## src/rtl/pc_seq_pkg.sv

```systemverilog
// Shared constants for the PC stage: next-PC mux select encodings used by
// pc_sequencer and by the downstream 4-to-1 next-PC multiplexer decode.
package pc_seq_pkg;

  typedef logic [1:0] pc_sel_t;

  localparam pc_sel_t SEL_SEQ = 2'b00;
  localparam pc_sel_t SEL_BR  = 2'b01;
  localparam pc_sel_t SEL_JMP = 2'b10;
  localparam pc_sel_t SEL_RET = 2'b11;

endpackage : pc_seq_pkg

```

## src/rtl/pc_sequencer_ras_stack.sv

```systemverilog
// ras_stack: circular return-address stack. A push into a full stack overwrites
// the oldest entry and occupancy saturates at DEPTH; pop on empty is never issued.
module ras_stack #(
  parameter int DEPTH = 4,
  parameter int WIDTH = 16
) (
  input  logic             clk,
  input  logic             rst_n,
  input  logic             i_push,
  input  logic             i_pop,
  input  logic [WIDTH-1:0] i_data,
  output logic [WIDTH-1:0] o_top,
  output logic             o_full,
  output logic             o_empty
);

  localparam int PTR_W = $clog2(DEPTH);
  localparam int CNT_W = $clog2(DEPTH + 1);

  logic [WIDTH-1:0] r_mem [DEPTH];
  logic [PTR_W-1:0] r_ptr;
  logic [CNT_W-1:0] r_cnt;
  logic [PTR_W-1:0] w_top_idx;

  // r_ptr is the next write slot; the most recent entry sits just below it.
  assign w_top_idx = r_ptr - PTR_W'(1);
  assign o_top     = r_mem[w_top_idx];
  assign o_full    = (r_cnt == CNT_W'(DEPTH));
  assign o_empty   = (r_cnt == '0);

  // NOTE: non-blocking assignments for every sequential register so all
  // flops update together from the pre-edge values.
  always_ff @(posedge clk) begin
    if (!rst_n) begin
      r_ptr <= '0;
      r_cnt <= '0;
    end else if (i_push) begin
      r_ptr <= r_ptr + PTR_W'(1);
      if (!o_full) r_cnt <= r_cnt + CNT_W'(1);
    end else if (i_pop) begin
      r_ptr <= w_top_idx;
      r_cnt <= r_cnt - CNT_W'(1);
    end
  end

  // NOTE: storage has no reset; occupancy going to zero makes old contents
  // unreachable, and leaving the array unreset keeps it a plain register file.
  always_ff @(posedge clk) begin
    if (i_push) r_mem[r_ptr] <= i_data;
  end

endmodule : ras_stack

```

## src/rtl/pc_sequencer.sv

```systemverilog
// pc_sequencer: PC register, next-PC candidate selection and optional
// return-address stack (compiled in when macro RAS_EN is defined).
module pc_sequencer
  import pc_seq_pkg::*;
#(
  parameter int                   PC_WIDTH     = 16,
  parameter int                   OFFSET_WIDTH = 8,
  parameter int                   RAS_DEPTH    = 4,
  parameter logic [PC_WIDTH-1:0]  RESET_VECTOR = '0
) (
  input  logic                    clk,
  input  logic                    rst_n,
  input  logic                    stall,
  input  logic                    branch_taken,
  input  logic [OFFSET_WIDTH-1:0] branch_offset,
  input  logic                    jump,
  input  logic [PC_WIDTH-1:0]     jump_target,
  input  logic                    call,
  input  logic                    ret,
  output logic [PC_WIDTH-1:0]     pc,
  output logic [1:0]              pc_sel,
  output logic [PC_WIDTH-1:0]     next_pc,
  output logic                    ras_overflow,
  output logic                    ras_underflow
);

  logic [PC_WIDTH-1:0] r_pc;
  logic [PC_WIDTH-1:0] w_seq;
  logic [PC_WIDTH-1:0] w_br;
  logic [PC_WIDTH-1:0] w_ras_top;
  logic                w_ret_hit;

  assign w_seq = r_pc + PC_WIDTH'(1);
  assign w_br  = r_pc + PC_WIDTH'(signed'(branch_offset));

`ifdef RAS_EN
  logic w_ras_full;
  logic w_ras_empty;
  logic w_push;
  logic w_pop;
  logic r_ras_overflow;
  logic r_ras_underflow;

  // A ret against an empty stack falls through to the lower-priority requests.
  assign w_ret_hit = ret && !w_ras_empty;
  assign w_pop     = w_ret_hit && !stall;
  assign w_push    = call && !w_ret_hit && !stall;

  ras_stack #(
    .DEPTH (RAS_DEPTH),
    .WIDTH (PC_WIDTH)
  ) u_ras (
    .clk     (clk),
    .rst_n   (rst_n),
    .i_push  (w_push),
    .i_pop   (w_pop),
    .i_data  (w_seq),
    .o_top   (w_ras_top),
    .o_full  (w_ras_full),
    .o_empty (w_ras_empty)
  );

  always_ff @(posedge clk) begin
    if (!rst_n) begin
      r_ras_overflow  <= 1'b0;
      r_ras_underflow <= 1'b0;
    end else if (!stall) begin
      if (w_push && w_ras_full)  r_ras_overflow  <= 1'b1;
      if (ret && w_ras_empty)    r_ras_underflow <= 1'b1;
    end
  end

  assign ras_overflow  = r_ras_overflow;
  assign ras_underflow = r_ras_underflow;
`else
  logic w_unused_ret;

  assign w_unused_ret  = ret;
  assign w_ret_hit     = 1'b0;
  assign w_ras_top     = '0;
  assign ras_overflow  = 1'b0;
  assign ras_underflow = 1'b0;
`endif

  // NOTE: both outputs get a default before the priority chain so no path
  // leaves them unassigned and no latch is inferred.
  always_comb begin
    pc_sel  = SEL_SEQ;
    next_pc = w_seq;
    if (w_ret_hit) begin
      pc_sel  = SEL_RET;
      next_pc = w_ras_top;
    end else if (call || jump) begin
      pc_sel  = SEL_JMP;
      next_pc = jump_target;
    end else if (branch_taken) begin
      pc_sel  = SEL_BR;
      next_pc = w_br;
    end
  end

  always_ff @(posedge clk) begin
    if (!rst_n)      r_pc <= RESET_VECTOR;
    else if (!stall) r_pc <= next_pc;
  end

  assign pc = r_pc;

endmodule : pc_sequencer
```

## config.mk

```make
export PLATFORM = sky130hd
export DESIGN_NAME = pc_sequencer
export DESIGN_NICKNAME = d
export VERILOG_FILES = /design/src/rtl/pc_seq_pkg.sv /design/src/rtl/pc_sequencer_ras_stack.sv /design/src/rtl/pc_sequencer.sv
export SDC_FILE = /design/constraint.sdc
export NUM_CORES = 1
export LEC_CHECK = 0
export CAP_MARGIN = 20
export CORE_UTILIZATION = 30
export DETAILED_ROUTE_END_ITERATION = 8
export PLACE_DENSITY_LB_ADDON = 0.05
export SLEW_MARGIN = 20
export SYNTH_ARGS = -nofsm -noshare
export SYNTH_HDL_FRONTEND = slang
export SYNTH_SLANG_ARGS = --single-unit
```

## constraint.sdc

```tcl
create_clock -name clk -period 4.1 [get_ports clk]
set_input_delay 0.82 -clock clk [delete_from_list [all_inputs] [get_ports clk]]
set_output_delay 0.82 -clock clk [all_outputs]
set_load 0.01 [all_outputs]
```

# After elaboration in Yosys (flattened, before gate mapping)
# Cells that the tools add are included.
# op_classes
reduce_logical,1
muxes,4
n_addsub,2
# ops
cell,count
$mux W16,2
$add A16 B1 Y16 const B,1
$add A16 B16 Y16,1
$mux W2,1
$logic_or A1 B1 Y1,1
$mux W1,1
# word_totals
input_bits,31
ff_bits,16
wordCells,8
output_inout_bits,36

# Depth between registers and ports, before layout
# depth
ltp_word,3
depth_mapped,10
ltp_nobuf,9

# Worst setup path after synthesis
# Ideal clock, no wire load.
# synth_path
path_kind,input -> output
start,in branch_taken
end,out next_pc[14]
arrival_time_ns,3.066
stages,10
setup_slack_ns,0.214
n_path_buf,1
path_cell_list,clkbuf_1 > nand2b_1 > ha_1 > fa_1 > a21o_1 > a311o_1 > a31oi_1 > mux2i_1 > or3_1 > nand3_1
# synth_between
elab_chain_cells,2
# synth_rtl
element,line_no,rtl
"start, declared",pc_sequencer.sv:14,"input logic branch_taken,"
$mux W16,pc_sequencer.sv:96,end else if (branch_taken) begin
$mux W16,pc_sequencer.sv:93,end else if (call || jump) begin
"end, declared",pc_sequencer.sv:22,"output logic [PC_WIDTH-1:0] next_pc,"
# Every way passes these cells.

# Worst setup path in the final report
# layout_path
start,in branch_offset[2]
end,out next_pc[8]
# layout_between
elab_chain_cells,3
# layout_rtl
element,line_no,rtl
"start, declared",pc_sequencer.sv:15,"input logic [OFFSET_WIDTH-1:0] branch_offset,"
$add A16 B16 Y16,pc_sequencer.sv:34,assign w_br = r_pc + PC_WIDTH'(signed'(branch_offset));
$mux W16,pc_sequencer.sv:96,
$mux W16,pc_sequencer.sv:93,
# Every way passes these cells.

==> impl_metrics.ini <==
[run_status]
status = finished clean

[worst_setup_path]
required_ns = 3.28
start_kind = input pin
crit_fanout = 2
reg2reg_slack_ns = 1.43
end_kind = primary output
arrival_ns = 3.21
timing.rr.start = pc[0]$_SDFFE_PN0N_
reg2reg_to = pc[10]$_SDFFE_PN0N_
r2r_cells = 12
critical_path_class = in -> out

[logic_synthesis]
yosys_warnings = 0
yosysUniqueCellTypes = 52
seq_area_frac_synth = 0.1867
synth_mux_area_frac = 0.02407
synth_edf_count = 0
yosys.cell_count.top_type = nand2_1
synthTopCellsByArea = dfxtp_1 (19%), nand2_1 (8.8%), a21oi_1 (5.5%), ha_1 (5.1%), o21ai_0 (5.0%)
avgSynthCellArea_um2 = 6.973
netlist_instances = 246
synth_compound_area_frac = 0.2947
ys_dominant_reg_cell = dfxtp_1
synthesis.area_um2 = 1715
synthSimpleGateAreaFrac = 0.3209
synth_top_family_by_area = simple AND/OR/NAND/NOR gates
synth-seq-cells = 16
synth_top_area_share = 0.1867
yosys.area.top_type = dfxtp_1
async_flop_share = 0
synth_xor_area_frac = 0.04085
synth_common_cells = nand2_1 (40), a21oi_1 (19), o21ai_0 (17)
synth-adder-area-share = 0.06273

[global_route]
antenna_found_initial = 0
grt_max_degree = 24
grt_pass1_vias = 2057
grt.total_usage = 0.2080
gr-total-overflow = 0
grt_pass1_wl_mm = 9.873

[timing]
tightestPinTransition_ns = 0.5554
drv_slew = 0
finalSetupViolCount = 0
max_slew_margin = 0.6293
hold_viol = 0
rsz0062_at_grt = true
worst_clock_skew_ns = 0.004151
maxClockFrequency_mhz = 248.1
fin_crit_ns = 4.030
period_share = 0.9830

[clock_tree]
clock_path_buffers = 2
root_buffer = clkbuf_8
clkSinkCount = 16
htreeDepth = 1
cts_tree = built
insertion_delay_ns = 0.26
numCtsBuffers = 3
clk_pin_slew_ns = 0.08

[job]
cap_violations = 0

[routing]
vias = 2129
vias_per_cell = 5.155
drt-total-wl_mm = 5.999
drt_iter0_markers = 111
drtAntennaViolNets = 0
dr.pass1.iters = 4
wl_per_cell_um = 14.53
route.detailed.drc = 0

[cells_and_area]
post-route-util = 0.5228
drive_gt1_frac = 0.2610
fin_nets = 381
design_area_um2 = 2879
area_growth_pct = 67.83
n_antenna_cell = 0
largest_reg_flops = 16

[placement]
port_buffers = 63
hpwl_mm = 4.342
placed_area_um2 = 2624
globalplace.congestion = 0.8608

[worst_hold_path]
hp-start = pc[3]$_SDFFE_PN0N_
holdPathStages = 2
hp-class = reg -> reg
hold-path-endpoint = pc[3]$_SDFFE_PN0N_

[floorplan]
fp.dieH_um = 77.62
io_pins = 67
rows = 27
start_util = 0.3115
core_um2 = 5507
die_area_um2 = 6024
fp.dieW_um = 77.62

[pwr]
total_power_uw = 620.3
ir_drop_v = 0.0001304
powerDensity_nw_per_um2 = 215.5
p_leak_uw = 0.001260
==> per-layer routing <==
metal / wire [µm] / global-route usage / up-vias
met5: 0 / 0 / -
met4: 84 / 0.07170 / 0
met3: 208 / 0.01647 / 6
met2: 2797 / 0.3389 / 53
met1: 2908 / 0.2862 / 994
li1: - / - / 1076
==> logic make-up after synthesis <==
family | Yosys count
AOI/OAI and AO/OA | 75
other | 1
buffers and inverters | 24
muxes | 4
xor gates and xnor gates | 8
DFF | 16
and+or+nand+nor | 110
adders and majority gates | 8
==> cell type report <==
type	count	area [µm²]
Fill cell	569	2628
Multi-Input combinational cell	207	1435
Timing Repair Buffer	108	955.9
Sequential cell	16	320.3
Tap cell	72	90.09
Clock buffer	4	55.05
Inverter	6	22.52
==> critical path: stages <==
cell,delay (ns)
clkdlybuf4s50_1,0.48
and2_4,0.15
ha_4,0.19
a21o_1,0.17
a311o_1,0.38
buf_4,0.15
a211oi_2,0.26
mux2_4,0.33
nand2_1,0.07
clkdlybuf4s15_2,0.21
==> how the worst max path moves through the flow <==
stage / startpoint / end / slack, ns / cells after the start
4_1_cts: branch_offset[1] / next_pc[8] / 0.002 / 10
6_report: branch_offset[2] / next_pc[8] / 0.07 / 10
3_5_place_dp: branch_taken / next_pc[14] / -0.90 / 11
2_1_floorplan: branch_taken / next_pc[14] / 0.21 / 10
3_3_place_gp: branch_taken / next_pc[14] / -0.84 / 11
5_1_grt: branch_offset[6] / next_pc[13] / -0.01 / 9
==> power breakdown <==
| part | switching [µW] | internal [µW] |
|---|---|---|
| Sequential | 19.6 | 166 |
| Clock | 69.4 | 85.6 |
| Combinational | 127 | 152 |
==> cell usage in the layout, fill, tap and decap left out, types with 4 or more instances in the layout <==
cell type        instances
buf_4                   42
buf_2                    4
a31oi_1                  6
dlygate4sd2_1            5
a21oi_1                 14
nor2_1                  15
a21oi_2                  4
xnor2_1                  5
nand2_1                 40
o21ai_0                 15
nand3_1                  8
and2_1                   7
ha_1                     4
clkbuf_8                 4
a21o_1                   4
clkdlybuf4s50_1         49
inv_1                    6
dfxtp_1                 16
nor3_1                   8
and3_1                   5
==> repair_timing <==
item                                    CTS  global route
hold buffers                              0             0
pin swaps                                 7             9
gates resized for setup                  50            16
hold endpoints to repair                  0             0
buffers inserted                          7             1
endpoints found under the setup margin   12            10
==> metrics by stage <==
stage          setup TNS, ns  cells  setup WS, ns  hold WS [ns]
6_report                   0    413       0.06977        0.4842
5_1_grt             -0.01469    413      -0.01102        0.5329
4_1_cts                    0    412      0.002373        0.4850
3_5_place_dp          -6.980    401       -0.8967        0.4744
3_3_place_gp          -6.850    401       -0.8405        0.4742
2_1_floorplan              0    247        0.2137        0.5019
Power figures use the tool's default switching activity.
